[src/rtl/state_control.sv]
// Top-level sequencing FSM: IDLE -> INIT -> RUN -> DONE, handshaking on a level start
// request and a datapath finish indication; the state code is exported for enable decode.
`timescale 1ns/1ps
module state_control (
  input  logic       clk,
  input  logic       rst_n,
  input  logic       start,
  input  logic       finish,
  output logic       done,
  output logic [2:0] state
);

  localparam int unsigned StateW = 3;

  typedef enum logic [StateW-1:0] {
    IDLE = 3'd0,
    INIT = 3'd1,
    RUN  = 3'd2,
    DONE = 3'd3
  } state_e;

  // Raw code register so that illegal encodings remain representable and recoverable.
  logic [StateW-1:0] state_q, state_d;
  logic              done_q, done_d;

  always_ff @(posedge clk or negedge rst_n) begin
    if (!rst_n) begin
      state_q <= StateW'(IDLE);
      done_q  <= 1'b0;
    end else begin
      state_q <= state_d;
      done_q  <= done_d;
    end
  end

  always_comb begin
    state_d = state_q;
    done_d  = 1'b0;
    case (state_q)
      StateW'(IDLE): if (start)  state_d = StateW'(INIT);
      StateW'(INIT):             state_d = StateW'(RUN);
      StateW'(RUN):  if (finish) state_d = StateW'(DONE);
      StateW'(DONE): if (!start) state_d = StateW'(IDLE);
      default:                   state_d = StateW'(IDLE);
    endcase
    // done tracks the next state so it flips on the same edge as the state code.
    done_d = (state_d == StateW'(DONE));
  end

  assign state = state_q;
  assign done  = done_q;

endmodule

[config.mk]
export PLATFORM = sky130hd
export DESIGN_NAME = state_control
export DESIGN_NICKNAME = d
export VERILOG_FILES = /design/src/rtl/state_control.sv
export SDC_FILE = /design/constraint.sdc
export NUM_CORES = 1
export LEC_CHECK = 0
export CORE_AREA = 2 2 39 41
export DETAILED_ROUTE_END_ITERATION = 8
export DIE_AREA = 0 0 41 43
export SLEW_MARGIN = 25
export SYNTH_ARGS = -nofsm -noshare
export SYNTH_HDL_FRONTEND = slang
export SYNTH_SLANG_ARGS = --single-unit
[constraint.sdc]
create_clock -name clk -period 1.4 [get_ports clk]
set_input_delay 0.42 -clock clk [delete_from_list [all_inputs] [get_ports clk]]
set_output_delay 0.42 -clock clk [all_outputs]
set_load 0.01 [all_outputs]
# Word level (Yosys, flattened, before mapping)
# Cells that the tools add are included.
totals:
  ff_bits: 4
  out_inout_bits: 4
  elab_cells: 11
op_classes:
  n_eq_ne: 4
  muxes: 4
  reduce_logical: 1
op_table:
  columns: ["operator", "n"]
  rows:
  - ["3-bit one-hot mux with 4 select lines", 1]
  - ["3-bit by 2-bit equality test with 1-bit output (second input constant)", 3]
  - ["3-bit 2-to-1 mux", 3]
  - ["3-bit by 1-bit equality test with 1-bit output (second input constant)", 1]
  - ["3-bit zero test", 1]

# Logic depth before layout (Yosys ltp)
# Gate-level depths: netlist (run 1).
logic_depth:
  word_depth: 3
  depth_mapped: 2

# Worst setup path before layout (run 1)
# No wires, ideal clock.
synth_path:
  path_type: "register -> register"
  from: "register state_q[0] (netlist: state[0])"
  to: "register state_q[0] (netlist: state[0])"
  setup_ns: 0.110
  arrival_ns: 0.983
  t_required_ns: 1.290
  slack_ns: 0.307
  path_stages_with_launch: 3
  synth_period_minus_slack_ns: 1.093
  path_cell_list: "dfrtp_1 -> or4bb_1 -> o41ai_1"
synth_between:
  elab_chain_cells: 2
synth_rtl:
  columns: ["item", "line", "text"]
  rows:
  - ["start: declaration", "23", "logic [StateW-1:0] state_q, state_d;"]
  - ["start signal: assignment", "28", "state_q <= StateW'(IDLE);"]
  - ["start signal: assignment", "31", "state_q <= state_d;"]
  - ["3-bit by 2-bit equality test with 1-bit output (tied with other cells)", "39", "case (state_q)"]
  - ["3-bit one-hot mux with 4 select lines *", "39", null]
  - ["via state_d[0]", "23", null]
# Mark *: on every way through the listed nets, which the timed path passes. The rest lies on a longest branch.

# Worst setup path in the final report (run 1)
layout_path:
  from: "register state_q[2] (netlist: state[2])"
  to: "output port state[2]"
layout_lines:
  columns: ["item", "line", "text"]
  rows:
  - ["end: declaration", "10", "output logic [2:0] state"]
# No word-level cell between the ends.

==> results of run 1 <==
## path summary, 6_finish.rpt
check                                    from                  to  slack, ps
setup / recovery           state[2]$_DFF_PN0_            state[2]        100
hold / removal                          rst_n  state[1]$_DFF_PN0_        390
setup reg to reg           state[2]$_DFF_PN0_  state[0]$_DFF_PN0_        190
hold reg to reg            state[2]$_DFF_PN0_      done$_DFF_PN0_        560
max in group asynchronous               rst_n      done$_DFF_PN0_        840
min in group clk           state[2]$_DFF_PN0_      done$_DFF_PN0_        560
## flip-flops by register name, summed over array words and instances (netlist names)
name / cells
state: 3
done: 1
## per-stage QoR
stage	util	hold WS [ps]	area [sq um]	cells	setup TNS [ps]
2_1_floorplan	-	124.4	173.9	14	0
3_3_place_gp	0.2125	545.9	294.0	41	-76.38
3_5_place_dp	0.2125	563.1	294.0	41	-79.68
4_1_cts	0.2251	385.6	311.5	44	0
5_1_grt	0.2251	400.5	311.5	44	0
6_report	0.2251	388.7	311.5	44	0
## placed cells by master (no fill, tap or decap), drive strengths merged
| master | instances |
|---|---|
| a31oi | 1 |
| and2b | 1 |
| buf | 4 |
| clkbuf | 3 |
| clkdlybuf4s50 | 3 |
| conb | 1 |
| dfrtp | 4 |
| dlygate4sd2 | 4 |
| inv | 1 |
| mux2i | 1 |
| nor2b | 1 |
| nor3b | 1 |
| o21bai | 1 |
| o41ai | 1 |
| or4bb | 1 |
## Yosys cell counts
master    count  area (sq um)
a31oi_1       1         6.260
or4bb_1       1         11.26
dfrtp_1       4         100.1
o21bai_1      1         7.510
nor2b_1       1         6.260
mux2i_1       1         10.01
o41ai_1       1         8.760
inv_1         1         3.750
conb_1        1         3.750
and2b_2       1         8.760
nor3b_1       1         7.510
## per-layer routing
layer	track usage	vias up	share of wire
li1	-	77	-
met1	0.06129	68	0.41
met2	0.05313	11	0.41
met3	0.04712	0	0.17
met4	0.08000	0	0
met5	0	-	0
## power groups by stage
stage	sequential [mW]	clock, mW	combinational, mW
5_1_grt	0.129	0.151	0.0714
4_1_cts	0.128	0.149	0.0653
2_1_floorplan	0.140	0	0.0166
6_report	0.128	0.138	0.0650
3_3_place_gp	0.130	0	0.0702
3_5_place_dp	0.130	0	0.0708
## layout make-up
class                           instances  area, sq um  share of cell area
Sequential cell                         4        100.1              0.3213
Timing Repair Buffer                   11        95.09              0.3052
Tap cell                               16        20.02             0.06426
Multi-Input combinational cell          9        70.07              0.2249
Inverter                                1        3.754             0.01205
Clock buffer                            3        22.52             0.07229
## kinds of logic after synthesis
group                  synth area share
other                           0.02156
buffers and inverters           0.02156
AO/OA/AOI/OAI                    0.1295
flip-flops                       0.5756
AND/OR/NAND/NOR                  0.1943
multiplexers                    0.05756
==> results.md, run 1 <==
- Final worst slack: approximately 97 ps
- Count of different cell masters after synthesis: 11
- PwrDens: between 1000 and 1500 mW/mm^2
- Combinational group share of total power: 0.196
- Starting Density: 0.1257
- Die Ht: 43 microns
- CTS tree: built
- Core Rows: 14
- Shortest period the worst path allows: 1303 ps
- Fmax: about 0.77 GHz
- I/O pin total: 8
- CTS clk-pin slew, worst paths: 40 ps
- Worst vdd ir: 0.2172 mV
- Slowest cell delay on critical path: around 370 ps
- Slowest cell on the critical path: dfrtp_1
- CP Launch Type: flop
- Via density: 3.545
- Worst Hold Class: in2async
- Clock sink count: 4
- RSZ-0062 raised after global routing: false
- Tcrit/Tclk final: 0.9307
- Max Slew Vio Count: 0
- Core area: 0.001384 sq mm
- Global route overflow: 0
- Pre-CTS WS: -79.68 ps
- DRT iter0 DRCs: 2
- Mapped Avg Cell Area: between 10 and 15 sq um
- Setup bufs post-CTS: 0
- DIE AREA: 0.001763 sq mm
- P_int: approximately 0.26 mW
- Ant diodes: 0
- Ratio of cells with drive above 1 in the final layout: 0.2857
- Vias in the first global route: 132
- Synth Instances: 14
- Sw power: 0.07294 mW
- Reg power frac: 0.386
- Gr usage total: 0.05729
- CTS root buf: clkbuf_4
- Final nets: 34
- CP cell instances: dlygate4sd2_1
- Top Family by Delay on Critical Path: flip-flops
- WL per Instance: 8.364 microns
- WP data required: 980 ps
- Worst Path Arrival: 880 ps
- Synth Warn #: 0
- Drt total wl: 368 microns
- Die W: 41 microns
- CTS Hold Bufs: 0
- Worst clock skew: 4.411 ps
- Area Growth Syn to Fin: 79.14%
- Cts repair resizes: 4
- Syn_nets: 18
- Final hold vios: 0
- Initial antenna violation count: 0
- CTS Buffer Depth: 2
- TritonCTS Buffers: 3
- Placer congestion estimate: 0.7312
- Leakage: 0.1579 nW
- Synthesized flop and latch total: 4
- ANT nets after route: 0
- Post-synthesis sequential area ratio: 0.5755
- Port Buf Inserts: 7
- Total power draw: ~0.33 mW
- Synth Cell Area: 173.9 sq um
- Via total after detailed routing: 156
- Clk Latency, worst-skew pair: 230 ps
- First-pass GRT wire length: 552 microns
- Setup CP Type: reg2out
- Status: complete, no violations
- Worst path depth: 1
- CP endpoint kind: output pin
- MaxCap Viol Count: 0
- Critical path peak fanout: 2
- 1st-pass router iterations: 4
- Buf/Inv on CP: 1
- Pin count of the biggest net entering global routing: 7
- Drc violations: 0
- Setup violators final: 0
- Switching share of power: 0.2203
- Fillcell total: around 160
- Worst R2R Path Depth: 3
- Clock share of power: 0.418
- H-tree Lvls: 1
- Post-DP HPWL: 288.7 microns
(Power assumes the default switching activity.)
==> run 2: changes to the inputs <==
--- a/config.mk
+++ b/config.mk
@@ -8,6 +8,7 @@
 export CORE_AREA = 2 2 39 41
 export DETAILED_ROUTE_END_ITERATION = 8
 export DIE_AREA = 0 0 41 43
+export SKIP_CTS_REPAIR_TIMING = 1
 export SLEW_MARGIN = 25
 export SYNTH_ARGS = -nofsm -noshare
 export SYNTH_HDL_FRONTEND = slang
==> results.md, run 2 (synthesized netlist as in run 1, its figures left out) <==
- Crit path launch: finish
- Area Growth Syn to Fin: 87.77%
- Clock sink count: 4
- Via density: 3.545
- Worst Hold Class: in2async
- Clk Latency, worst-skew pair: 230 ps
- Worst vdd ir: 0.2194 mV
- Reg2reg start: state[2]$_DFF_PN0_
- Worst Path Arrival: 1360 ps
- Final hold vios: 0
- Vias in the first global route: 132
- Total power draw: 0.3350 mW
- CTS Buffer Depth: 2
- Placer congestion estimate: roughly 0.73
- Leakage: 0.2023 nW
- CP Launch Type: primary input
- CP endpoint kind: flop
- Critical path peak fanout: 2
- Switching share of power: 0.2182
- CTS tree: built
- WL per Instance: 8.523 microns
- 1st-pass router iterations: 4
- Non-Filler Instances: 44
- DRT iter0 DRCs: 2
- Via total after detailed routing: 156
- H-tree Lvls: 1
- Setup crit end: state[0]$_DFF_PN0_
- Drc violations: 0
- Worst R2R Path Depth: 3
- Final nets: 34
- P_int: 0.2619 mW
- Core area: 0.001384 sq mm
- Starting Density: 0.1257
- Drt total wl: around 380 microns
- TritonCTS Buffers: 3
- MaxCap Viol Count: 0
- Max reg flops: 3
- Status: complete, no violations
- Die W: 41 microns
- Setup violators final: 0
- Sw power: 0.07311 mW
- First-pass GRT wire length: 552 microns
- Worst R2R End: state[0]$_DFF_PN0_
- Tcrit/Tclk final: 0.8922
- Ratio of cells with drive above 1 in the final layout: 0.2857
- DIE AREA: 0.001763 sq mm
- CTS root buf: clkbuf_4
- Final worst slack: 151.0 ps
- I/O pin total: 8
- Worst clock skew: roughly 4.4 ps
- Combinational group share of total power: 0.205
- CTS clk-pin slew, worst paths: roughly 40 ps
- ANT nets after route: 0
- PwrDens: between 1000 and 1500 mW/mm^2
- Global route overflow: 0
- WP data required: between 1500 and 2000 ps
- Die Ht: 43 microns
- RSZ-0062 raised after global routing: false
- Port Buf Inserts: 7
- Ant diodes: 0
- Clock share of power: 0.413
- Post-DP HPWL: 288.7 microns
- Placed Cells: just over 40
- Shortest period the worst path allows: 1249 ps
- Reg power frac: 0.382
- Gr usage total: 0.05729
- Initial antenna violation count: 0
- Max Slew Vio Count: 0
- Pin count of the biggest net entering global routing: 7
- Fillcell total: 158
- Most frequent cells in the layout: 4 x dfrtp_1, 4 x dlymetal6s2s_1, 4 x buf_4, 3 x clkbuf_4, 3 x clkdlybuf4s50_1
- Reg2reg setup slack: about 190 ps
- Setup CP Type: in2reg
- Fmax: 0.8006 GHz
- Slowest cell delay on critical path: 460 ps
- Slowest cell on the critical path: clkdlybuf4s50_1
- CP cell instances: clkdlybuf4s50_1, or4bb_1, o41ai_1
- Pre-CTS WS: -79.68 ps
- Setup total negative slack: 0 ps
- Core Rows: 14
run 2: cell count changes in the layout (fill, tap and decap cells not counted):
cell | previous run | this run
dlymetal6s2s_1 | 0 | 4
dlygate4sd2_1 | 4 | 0
run 2: area by class of cell:
type,count,area (sq um),area share
multi-input cells,9,70.07,0.2146
clock buffers,3,22.52,0.06897
flip-flops and latches,4,100.1,0.3065
well taps,16,20.02,0.06130
inverters,1,3.754,0.01149
repair buffers,11,110.1,0.3372
run 2: worst max-delay path: cells and delay by family:
family | cells | cell delay (ps)
AO/OA/AOI/OAI | 1 | 80
AND/OR/NAND/NOR | 1 | 400
buffers and inverters | 1 | 460
run 2: power by group through the flow:
stage	logic, mW	clock network, mW	registers [mW]
4_1_cts	0.0712	0.149	0.128
2_1_floorplan	0.0166	0	0.140
3_5_place_dp	0.0708	0	0.130
6_report	0.0688	0.138	0.128
5_1_grt	0.0750	0.151	0.129
3_3_place_gp	0.0702	0	0.130
run 2: per-stage QoR:
stage | utilization | cell area (sq um) | hold slack (ps)
2_1_floorplan | - | 173.9 | 124.4
3_3_place_gp | 0.2125 | 294.0 | 545.9
3_5_place_dp | 0.2125 | 294.0 | 563.1
4_1_cts | 0.2288 | 316.6 | 385.6
5_1_grt | 0.2360 | 326.6 | 400.5
6_report | 0.2360 | 326.6 | 388.7
run 2: worst min path at each step:
stage	cells past startpoint	end
after global routing	1	state[1]$_DFF_PN0_
after detailed placement	2	done$_DFF_PN0_
after floorplan	0	done$_DFF_PN0_
after CTS	1	state[1]$_DFF_PN0_
after global placement	2	done$_DFF_PN0_
final	1	state[1]$_DFF_PN0_
run 2: metal layers:
layer,vias to the layer above,share of wire,global-route usage
met1,68,0.40,0.06129
met2,11,0.41,0.05313
li1,77,-,-
met3,0,0.18,0.04712
met5,-,0,0
met4,0,0,0.08000
==> run 3: changes to the inputs <==
--- a/config.mk
+++ b/config.mk
@@ -8,6 +8,7 @@
 export CORE_AREA = 2 2 39 41
 export DETAILED_ROUTE_END_ITERATION = 8
 export DIE_AREA = 0 0 41 43
+export GPL_TIMING_DRIVEN = 0
 export SKIP_CTS_REPAIR_TIMING = 1
 export SLEW_MARGIN = 25
 export SYNTH_ARGS = -nofsm -noshare
==> results.md, run 3 (synthesized netlist as in run 1, its figures left out) <==
- Critical path peak fanout: 7
- WP data required: 980 ps
- H-tree Lvls: 1
- Multi-input gate area: 70.07 sq um
- Slowest cell delay on critical path: 440 ps
- Sw power: 0.07286 mW
- Port Buf Inserts: 7
- Non-Filler Instances: 40
- Worst vdd ir: 0.2153 mV
- Setup total negative slack: 0 ps
- Die Ht: 43 microns
- Ratio of cells with drive above 1 in the final layout: 0.2500
- Pre-CTS WS: -70.94 ps
- Reg area: 102.6 sq um
- Placed Cells: 37
- First-pass GRT wire length: 538 microns
- Via total after detailed routing: 144
- I/O pin total: 8
- Final worst slack: 127.3 ps
- Post-DP HPWL: 239.6 microns
- Combinational group share of total power: 0.144
- RSZ-0062 raised after global routing: false
- Status: complete, no violations
- WL per Instance: between 8 and 9 microns
- Leakage: 0.1794 nW
- TritonCTS Buffers: 3
- P_int: 0.2525 mW
- Shortest period the worst path allows: roughly 1300 ps
- Commonest non-fill, non-tap cell in the layout: dlymetal6s2s_1
- MaxCap Viol Count: 0
- Global route overflow: 0
- Switching share of power: 0.2239
- Reg power frac: 0.423
- Drt total wl: 331 microns
- Initial antenna violation count: 0
- Worst path depth: 1
- Setup CP Type: reg2out
- Fmax: 0.7857 GHz
- Core Rows: 14
- Tcrit/Tclk final: 0.9091
- Setup crit end: state[0]
- Fillcell total: 151
- Core area: 0.001384 sq mm
- Worst Path Arrival: 850 ps
- PwrDens: 1088 mW/mm^2
- Final hold vios: 0
- Clock share of power: 0.434
- Reg2reg setup slack: 290 ps
- Setup violators final: 0
- CTS clk-pin slew, worst paths: 40 ps
- CTS Buffer Depth: 2
- Clk Latency, worst-skew pair: roughly 230 ps
- Placer congestion estimate: 0.6133
- Final nets: 30
- DRT iter0 DRCs: 5
- Max Slew Vio Count: 0
- Die W: 41 microns
- Starting Density: 0.1257
- Gr usage total: 0.05634
- Worst R2R Path Depth: 2
- Ant diodes: 0
- Via density: 3.600
- ANT nets after route: 0
- CTS tree: built
- Worst R2R End: state[0]$_DFF_PN0_
- Fin Hold WS: 382.7 ps
- CP endpoint kind: output pin
- Crit path launch: state[0]$_DFF_PN0_
- Post-DP Area: 264.0 sq um
- Max reg flops: 3
- CP cell instances: dlymetal6s2s_1
- Vias in the first global route: 144
- Pin count of the biggest net entering global routing: 8
- Reg2reg start: state[0]$_DFF_PN0_
- DIE AREA: 0.001763 sq mm
- CP Launch Type: flop
- Post-route cell area: around 300 sq um
- 1st-pass router iterations: 2
- Most frequent cells in the layout: 4 x dlymetal6s2s_1, 3 x clkbuf_4, 3 x clkdlybuf4s50_1, 2 x dfrtp_1, 2 x dfrtp_2
- CTS root buf: clkbuf_4
- Drc violations: 0
- Worst clock skew: 2.004 ps
- Area Growth Syn to Fin: 71.94%
- Buf/Inv on CP: 1
- Slowest cell on the critical path: dfrtp_2
- Top Family by Delay on Critical Path: flip-flops
- Worst Hold Class: in2async
- Clock sink count: 4
[run 3: power by group through the flow]
stage	Sequential [mW]	Combinational [mW]	Clock (mW)
after floorplan	0.140	0.0166	0
after global placement	0.138	0.0491	0
after detailed placement	0.138	0.0494	0
after CTS	0.137	0.0496	0.148
after global routing	0.140	0.0518	0.153
final	0.138	0.0468	0.141
[run 3: how the worst min path moves through the flow]
stage                       start                 end  slack (ps)  depth (start not counted)
2_1_floorplan               rst_n      done$_DFF_PN0_         120                          0
3_3_place_gp   state[2]$_DFF_PN0_      done$_DFF_PN0_         520                          1
3_5_place_dp   state[2]$_DFF_PN0_      done$_DFF_PN0_         510                          1
4_1_cts                     rst_n  state[2]$_DFF_PN0_         380                          1
5_1_grt                     rst_n  state[2]$_DFF_PN0_         390                          1
6_report                    rst_n  state[2]$_DFF_PN0_         380                          1
[run 3: metal layers]
metal	vias up	share of wire	global-route usage
met5	-	0	0
li1	69	-	-
met4	0	0.054	0.08000
met1	61	0.44	0.04531
met2	10	0.31	0.05625
met3	4	0.18	0.06283
[run 3: cell type report]
class / count / share of cell area
multi-input cells: 9 / 0.2343
inverters: 1 / 0.01255
flip-flops and latches: 4 / 0.3431
well taps: 16 / 0.06695
clock buffers: 3 / 0.07531
repair buffers: 7 / 0.2678
[run 3: per-stage QoR]
stage	util	power, mW
finish	0.2161	0.3254
global route	0.2161	0.3444
CTS	0.2071	0.3342
detailed placement	0.1908	0.1877
global placement	0.1908	0.1874
floorplan	-	0.1563
